File: src/rtl/mips_pkg.sv
// Shared definitions for the multicycle MIPS control path: opcodes, select
// encodings, FSM state type and the packed control vector.
// Optional feature macro: MC_BNE_EN adds the bne opcode and BRANCHNE state.
package mips_pkg;

    localparam logic [5:0] OP_RTYPE = 6'b000000;
    localparam logic [5:0] OP_LW    = 6'b100011;
    localparam logic [5:0] OP_SW    = 6'b101011;
    localparam logic [5:0] OP_BEQ   = 6'b000100;
    localparam logic [5:0] OP_ADDI  = 6'b001000;
    localparam logic [5:0] OP_J     = 6'b000010;
    localparam logic [5:0] OP_BNE   = 6'b000101;

    localparam logic [1:0] ALUOP_ADD   = 2'b00;
    localparam logic [1:0] ALUOP_SUB   = 2'b01;
    localparam logic [1:0] ALUOP_FUNCT = 2'b10;

    localparam logic [1:0] ALUSRCB_B     = 2'b00;
    localparam logic [1:0] ALUSRCB_FOUR  = 2'b01;
    localparam logic [1:0] ALUSRCB_IMM   = 2'b10;
    localparam logic [1:0] ALUSRCB_IMMSH = 2'b11;

    localparam logic [1:0] PCSRC_ALU    = 2'b00;
    localparam logic [1:0] PCSRC_ALUOUT = 2'b01;
    localparam logic [1:0] PCSRC_JUMP   = 2'b10;

    typedef enum logic [3:0] {
        S_FETCH,
        S_DECODE,
        S_MEMADR,
        S_MEMRD,
        S_MEMWB,
        S_MEMWR,
        S_EXECUTE,
        S_ALUWB,
        S_ADDIEXEC,
        S_ADDIWB,
        S_BRANCH,
        S_JUMP
`ifdef MC_BNE_EN
        , S_BRANCHNE
`endif
    } state_t;

    localparam int STATE_W = $bits(state_t);

    typedef struct packed {
        logic       mem_req;
        logic       memwrite;
        logic       iord;
        logic       irwrite;
        logic       pcen;
        logic [1:0] pcsrc;
        logic       alusrca;
        logic [1:0] alusrcb;
        logic [1:0] aluop;
        logic       regdst;
        logic       memtoreg;
        logic       regwrite;
        logic       instr_done;
        logic       illegal_op;
    } ctrl_t;

    localparam int CTRL_W = $bits(ctrl_t);

    // True for every opcode the sequencer knows how to execute.
    function automatic logic op_is_legal(input logic [5:0] op);
        logic legal;
        legal = (op == OP_RTYPE) || (op == OP_LW) || (op == OP_SW) ||
                (op == OP_BEQ) || (op == OP_ADDI) || (op == OP_J);
`ifdef MC_BNE_EN
        legal = legal || (op == OP_BNE);
`endif
        return legal;
    endfunction

endpackage

File: src/rtl/mc_output_decode.sv
// Moore output decoder: maps the current FSM state to the datapath control
// vector. While reset is high the FETCH vector is produced with the PC/IR
// write strobes suppressed, so no write escapes in the reset cycle.
// Optional feature macro: MC_BNE_EN (BRANCHNE outputs).
module mc_output_decode
    import mips_pkg::*;
(
    input  logic                reset,
    input  logic [STATE_W-1:0]  state_bits,
    input  logic [5:0]          op,
    input  logic                zero,
    input  logic                mem_ready,
    output logic [CTRL_W-1:0]   ctrl_bits
);

    ctrl_t  ctrl;
    state_t state;

    assign ctrl_bits = ctrl;

    // Control vector per state; everything not named for a state stays 0.
    always_comb begin
        ctrl  = '0;
        state = reset ? S_FETCH : state_t'(state_bits);
        case (state)
            S_FETCH: begin
                ctrl.mem_req = 1'b1;
                ctrl.alusrcb = ALUSRCB_FOUR;
                ctrl.aluop   = ALUOP_ADD;
                ctrl.pcsrc   = PCSRC_ALU;
                ctrl.irwrite = mem_ready & ~reset;
                ctrl.pcen    = mem_ready & ~reset;
            end
            S_DECODE: begin
                ctrl.alusrcb = ALUSRCB_IMMSH;
                if (!op_is_legal(op)) begin
                    ctrl.illegal_op = 1'b1;
                    ctrl.instr_done = 1'b1;
                end
            end
            S_MEMADR: begin
                ctrl.alusrca = 1'b1;
                ctrl.alusrcb = ALUSRCB_IMM;
            end
            S_MEMRD: begin
                ctrl.mem_req = 1'b1;
                ctrl.iord    = 1'b1;
            end
            S_MEMWB: begin
                ctrl.regwrite   = 1'b1;
                ctrl.memtoreg   = 1'b1;
                ctrl.instr_done = 1'b1;
            end
            S_MEMWR: begin
                ctrl.mem_req    = 1'b1;
                ctrl.memwrite   = 1'b1;
                ctrl.iord       = 1'b1;
                ctrl.instr_done = mem_ready;
            end
            S_EXECUTE: begin
                ctrl.alusrca = 1'b1;
                ctrl.alusrcb = ALUSRCB_B;
                ctrl.aluop   = ALUOP_FUNCT;
            end
            S_ALUWB: begin
                ctrl.regwrite   = 1'b1;
                ctrl.regdst     = 1'b1;
                ctrl.instr_done = 1'b1;
            end
            S_ADDIEXEC: begin
                ctrl.alusrca = 1'b1;
                ctrl.alusrcb = ALUSRCB_IMM;
            end
            S_ADDIWB: begin
                ctrl.regwrite   = 1'b1;
                ctrl.instr_done = 1'b1;
            end
            S_BRANCH: begin
                ctrl.alusrca    = 1'b1;
                ctrl.alusrcb    = ALUSRCB_B;
                ctrl.aluop      = ALUOP_SUB;
                ctrl.pcsrc      = PCSRC_ALUOUT;
                ctrl.pcen       = zero;
                ctrl.instr_done = 1'b1;
            end
`ifdef MC_BNE_EN
            S_BRANCHNE: begin
                ctrl.alusrca    = 1'b1;
                ctrl.alusrcb    = ALUSRCB_B;
                ctrl.aluop      = ALUOP_SUB;
                ctrl.pcsrc      = PCSRC_ALUOUT;
                ctrl.pcen       = ~zero;
                ctrl.instr_done = 1'b1;
            end
`endif
            S_JUMP: begin
                ctrl.pcsrc      = PCSRC_JUMP;
                ctrl.pcen       = 1'b1;
                ctrl.instr_done = 1'b1;
            end
            default: ;
        endcase
    end

endmodule

File: src/rtl/mips_multicycle_ctrl.sv
// Multicycle MIPS control FSM: state register and next-state logic, with the
// per-state control vector produced by mc_output_decode.
// Optional feature macro: MC_BNE_EN (bne opcode via BRANCHNE state).
module mips_multicycle_ctrl
    import mips_pkg::*;
(
    input  logic       clk,
    input  logic       reset,
    input  logic [5:0] op,
    input  logic       zero,
    input  logic       mem_ready,
    output logic       mem_req,
    output logic       memwrite,
    output logic       iord,
    output logic       irwrite,
    output logic       pcen,
    output logic [1:0] pcsrc,
    output logic       alusrca,
    output logic [1:0] alusrcb,
    output logic [1:0] aluop,
    output logic       regdst,
    output logic       memtoreg,
    output logic       regwrite,
    output logic       instr_done,
    output logic       illegal_op
);

    state_t              state_reg;
    state_t              state_next;
    logic [CTRL_W-1:0]   ctrl_bits;
    ctrl_t               ctrl;

    // State register; reset from any state lands in FETCH.
    always_ff @(posedge clk) begin
        if (reset) begin
            state_reg <= S_FETCH;
        end else begin
            state_reg <= state_next;
        end
    end

    // Next-state: memory states wait for mem_ready, DECODE dispatches on op.
    always_comb begin
        state_next = S_FETCH;
        case (state_reg)
            S_FETCH:  state_next = mem_ready ? S_DECODE : S_FETCH;
            S_DECODE: begin
                case (op)
                    OP_LW, OP_SW: state_next = S_MEMADR;
                    OP_RTYPE:     state_next = S_EXECUTE;
                    OP_ADDI:      state_next = S_ADDIEXEC;
                    OP_BEQ:       state_next = S_BRANCH;
                    OP_J:         state_next = S_JUMP;
`ifdef MC_BNE_EN
                    OP_BNE:       state_next = S_BRANCHNE;
`endif
                    default:      state_next = S_FETCH;
                endcase
            end
            S_MEMADR:   state_next = (op == OP_LW) ? S_MEMRD : S_MEMWR;
            S_MEMRD:    state_next = mem_ready ? S_MEMWB : S_MEMRD;
            S_MEMWR:    state_next = mem_ready ? S_FETCH : S_MEMWR;
            S_EXECUTE:  state_next = S_ALUWB;
            S_ADDIEXEC: state_next = S_ADDIWB;
            default:    state_next = S_FETCH;
        endcase
    end

    mc_output_decode u_output_decode (
        .reset      (reset),
        .state_bits (state_reg),
        .op         (op),
        .zero       (zero),
        .mem_ready  (mem_ready),
        .ctrl_bits  (ctrl_bits)
    );

    assign ctrl       = ctrl_t'(ctrl_bits);
    assign mem_req    = ctrl.mem_req;
    assign memwrite   = ctrl.memwrite;
    assign iord       = ctrl.iord;
    assign irwrite    = ctrl.irwrite;
    assign pcen       = ctrl.pcen;
    assign pcsrc      = ctrl.pcsrc;
    assign alusrca    = ctrl.alusrca;
    assign alusrcb    = ctrl.alusrcb;
    assign aluop      = ctrl.aluop;
    assign regdst     = ctrl.regdst;
    assign memtoreg   = ctrl.memtoreg;
    assign regwrite   = ctrl.regwrite;
    assign instr_done = ctrl.instr_done;
    assign illegal_op = ctrl.illegal_op;

endmodule

File: config.mk
export PLATFORM = sky130hd
export DESIGN_NAME = mips_multicycle_ctrl
export DESIGN_NICKNAME = d
export VERILOG_FILES = /design/src/rtl/mips_pkg.sv /design/src/rtl/mc_output_decode.sv /design/src/rtl/mips_multicycle_ctrl.sv
export SDC_FILE = /design/constraint.sdc
export NUM_CORES = 1
export LEC_CHECK = 0
export BUFFER_PORTS_ARGS = -buffer_cell sky130_fd_sc_hd__buf_2
export CAP_MARGIN = 30
export CORE_MARGIN = 2
export CORE_UTILIZATION = 40
export CTS_CLUSTER_SIZE = 20
export DETAILED_ROUTE_END_ITERATION = 8
export GPL_TIMING_DRIVEN = 0
export HOLD_SLACK_MARGIN = 0.12
export PLACE_DENSITY = 0.74
export REMOVE_ABC_BUFFERS = 1
export SYNTH_ARGS = -nofsm -noshare
export SYNTH_HDL_FRONTEND = slang
export SYNTH_SLANG_ARGS = --single-unit
File: constraint.sdc
create_clock -name clk -period 2.4 [get_ports clk]
set_input_delay 0.24 -clock clk [delete_from_list [all_inputs] [get_ports clk]]
set_output_delay 0.24 -clock clk [all_outputs]
set_load 0.03 [all_outputs]
# --- Word-level counts from Yosys, hierarchy flattened ---
# Cells that the tools add are included.
op_classes:
  n_eq_ne: 22
  muxes: 21
  bitwise: 2
  n_reduce_logical: 15
ops:
  columns: ["operator", "count"]
  rows:
  - ["$pmux W4 S7", 1]
  - ["$eq A4 B3 Y1 const B", 6]
  - ["$eq A4 B4 Y1 const B", 5]
  - ["$pmux W4 S5", 1]
  - ["$eq A4 B2 Y1 const B", 4]
  - ["$eq A6 B6 Y1 const B", 2]
  - ["$mux W1", 10]
  - ["$mux W3", 3]
  - ["$pmux W3 S3", 1]
  - ["$eq A4 B1 Y1 const B", 2]
  - ["$logic_not A4 Y1", 2]
  - ["$eq A6 B2 Y1 const B", 1]
  - ["$eq A6 B3 Y1 const B", 1]
  - ["$eq A6 B4 Y1 const B", 1]
  - ["$logic_not A6 Y1", 1]
  - ["$pmux W2 S3", 1]
  - ["$reduce_or A2 Y1", 3]
  - ["$reduce_or A3 Y1", 2]
  - ["$logic_or A1 B1 Y1", 5]
  - ["$reduce_or A5 Y1", 1]
  - ["$mux W4", 1]
  - ["$pmux W2 S2", 1]
  - ["$reduce_or A4 Y1", 1]
  - ["$pmux W1 S3", 1]
  - ["3 further kinds", 3]
totals:
  reg_bits: 4
  word_cells: 61

# --- Depth between registers and ports, before layout ---
logic_depth:
  depth_word: 8
  depth_mapped: 5
  depth_no_buf: 4

# --- Cells and area by module ---
# Synthesis repeated with hierarchy kept, for this count alone.
unflattened:
  cells_unflattened: 100
  area_unflattened_um2: 698.2
by_module_without_submodules:
  columns: ["mod", "instances", "cells_per_inst", "area_each_um2", "seq_area_each_um2"]
  rows:
  - ["mips_multicycle_ctrl", 1, 47, 359.1, 80.1]
  - ["mc_output_decode", 1, 53, 339.1, 0.0]

# --- Worst setup path after synthesis ---
# Ideal clock, no wire load.
synth_path:
  kind: "register to output"
  from: "reg state_reg[3]"
  to: "out alusrca"
  t_arrival_ns: 2.223
  required_ns: 2.160
  setup_slack_ns: -0.063
  path_stages_with_launch: 5
  n_path_buf: 2
  path_cell_list: "dfxtp_1 -> buf_6 -> buf_2 -> nor2_1 -> a2111oi_0"
synth_between:
  elab_chain_len: 4
  word_cells_on_any_way: 7
synth_lines:
  columns: ["element", "line_no", "source"]
  rows:
  - ["start, declared", "mips_multicycle_ctrl.sv:28", "state_t state_reg;"]
  - ["start signal, assigned", "mips_multicycle_ctrl.sv:38", "state_reg <= state_next;"]
  - ["$mux W4 *", "mc_output_decode.sv:24", "state = reset ? S_FETCH : state_t'(state_bits);"]
  - ["$eq A4 B3 Y1, or another cell as far along", "mc_output_decode.sv:25", "case (state)"]
  - ["$reduce_or A4 Y1 (no line) *", null, null]
  - ["$mux W1 *", "mc_output_decode.sv:25", null]
  - ["end, declared", "mips_multicycle_ctrl.sv:18", "output logic alusrca,"]
# Mark *: on every way between the ends. The rest lies on a longest branch, timed or not.

# --- Final worst setup path ---
layout_path:
  from: "reg state_reg[0]"
  to: "out regwrite"
layout_between:
  elab_chain_len: 4
  word_cells_on_any_way: 6
layout_lines:
  columns: ["element", "line_no", "source"]
  rows:
  - ["$mux W4 *", "mc_output_decode.sv:24", null]
  - ["$eq A4 B3 Y1 or $eq A4 B4 Y1 (tied branches)", "mc_output_decode.sv:25", null]
  - ["$reduce_or A3 Y1 (no line) *", null, null]
  - ["$mux W1 *", "mc_output_decode.sv:25", null]
  - ["end, declared", "mips_multicycle_ctrl.sv:23", "output logic regwrite,"]
# Marks and branches as above.

==> flow_summary.ini <==
[power]
ir_worst_vdd_mv = 0.2205
p_leak_nw = 0.3310
powerDensity_nw_per_um2 = 294.1

[finish]
finalNetCount = 124
layout-drive-gt1-share_pct = 33.04
diodes = 0
layout_common_cells = 26 x buf_2, 17 x nor2_1, 6 x nor3_1
syn_to_final_growth_pct = 16.48
largest_reg_flops = 4
n_fill_cell = 161
fin_area_um2 = 778.2
final_common_cell = buf_2
fin_cells = 128

[die]
design.core.area_um2 = 1541
fp-row-count = 14
initial_core_util_pct = 43.34
fp.dieH_um = 44.87
fp.dieW_um = 44.87
die_area_um2 = 2013
ios = 27

[logic_synthesis]
synth_xor_area_share_pct = 2.622
synth_fa_ha_area_share_pct = 0
synthFlopType = dfxtp_1
syn_inst = 93
synth_compound_area_share_pct = 27.53
synth-simple-area-share_pct = 43.45
synth_top_family_by_area = simple AND/OR/NAND/NOR gates
syn_area_um2 = 668.1
ys.warnings.count = 0
synth_edf_count = 0
async_flop_share_pct = 0
yosysUniqueCellTypes = 39
ys_seq_area_share_pct = 11.99
synth-seq-cells = 4
synth_mux_area_share_pct = 3.371
avgSynthCellArea_um2 = 7.184

[critical_path]
arrival_ns = 1.90
crit_required_ns = 2.16
worstSetupPathType = reg2out
reg2reg_depth = 4
startpoint_type = flop
worstPathMaxFanout = 20
endpoint_kind = primary output

[clocking]
cts_buffer_depth = 2
clk_latency_ns = 0.24
ctsResizeCount = 0
clock-root-buffer = clkbuf_4
cts_hold_buf = 0
h-tree-depth = 1
postCtsSetupRepairBufs = 0
cts.sinks = 4
cts_buffers = 3
cts.clk_slew.worst_paths_ns = 0.04
cts_tree = built

[min_path]
hold_path_class = in2reg
hold_path_depth = 4

[timing]
tightest_slew_ns = 0.6893
final.setup.tns_ns = 0
finalCritPeriodShare_pct = 89.35
slew_headroom_pct = 53.99
slew_viol_final = 0
clock_skew_ns = 0.007839
period_minus_slack_ns = 2.144
setup-violations-final = 0
rsz0062_at_grt = no
fmax_mhz = 466.3
hold_violations = 0
hold_slack_ns = 0.3875

[global_route]
overflow = 0
antenna_found_initial = 0
grt_pass1_wl_um = 2622
grt_max_degree = 21
grt_usage_pct = 17.34
grt_pass1_vias = 652

[placed_design]
place_inst = 125
dp.final_hpwl_um = 1159
portBuffers = 26
placed_area_um2 = 755.7
gp_congestion = 0.8327

[outcome]
status = finished clean

[detailed_routing]
routedWlPerCell_um = 12.18
vias = 727
dr.first_iter.drc_count = 11
vias_per_cell = 5.680
ant_nets = 0
drc = 0
wl_um = 1559
first_pass_iters = 4

[job]
drv_cap = 0
## cell type report
| cell class | count | area [um^2] | area share (%) |
|---|---|---|---|
| clock buffers | 3 | 22.52 | 2.894 |
| inverters | 3 | 11.26 | 1.447 |
| multi-input cells | 76 | 514.2 | 66.08 |
| flip-flops and latches | 4 | 80.08 | 10.29 |
| well taps | 16 | 20.02 | 2.572 |
| repair buffers | 26 | 130.1 | 16.72 |
## logic make-up (layout without fill, tap and decap cells)
group	after synthesis	in the layout
simple gates	47	47
xor+xnor	2	2
compound gates	25	25
buf+inv	13	32
mux	2	2
flops	4	4
## worst paths after layout
path	start	end	slack, ns
worst max-delay path	state_reg[0]	regwrite	0.26
worst min-delay path	op[4]	state_reg[1]	0.39
worst max register to register	state_reg[2]	state_reg[0]	0.74
worst min register to register	state_reg[3]	state_reg[2]	0.81
## cell usage after synthesis (2+ instances only)
master | number | share of area [%]
a21oi_1 | 5 | 3.7
o21bai_1 | 3 | 3.4
dfxtp_1 | 4 | 12
nand3_1 | 3 | 2.2
nor2_1 | 17 | 9.6
or2_1 | 2 | 1.9
nor3_1 | 6 | 4.5
xor2_1 | 2 | 2.6
nand2b_1 | 3 | 2.8
o2111ai_1 | 2 | 2.6
buf_2 | 7 | 5.2
a2111oi_0 | 2 | 2.6
o21a_1 | 3 | 3.4
buf_6 | 2 | 3.4
inv_1 | 3 | 1.7
mux2_2 | 2 | 3.4
o21ai_0 | 2 | 1.5
nand2_1 | 4 | 2.2
## metrics by stage
step                setup slack [ns]  power [W]  util [%]
global route                 0.08415  0.0002493     50.49
detailed placement            0.5303  0.0001462     49.03
finish                        0.2557  0.0002289     50.49
floorplan                   -0.09096  0.0001189         -
global placement              0.5495  0.0001441     49.03
CTS                           0.2807  0.0002318     50.49
## report_power, final
part,switching (W),internal (W)
sequential,0.00000731,0.0000684
clock,0.0000275,0.0000559
combinational,0.0000421,0.0000277
total,0.0000769,0.000152
## per-layer routing
metal | GRT usage, % | share of wire, % | vias to the layer above
met5 | 0 | 0 | -
met4 | 7.647 | 0 | 0
met3 | 3.600 | 4.7 | 0
met2 | 31.30 | 49 | 19
met1 | 19.46 | 47 | 326
li1 | - | - | 382
## critical path, stage by stage (launching register included)
cell      delay, ns
dfxtp_1        0.68
nand2b_1       0.32
nand3_1        0.16
o22a_1         0.24
nor2_1         0.07
buf_2          0.19
Note: power is estimated with default switching activity, not from simulation.
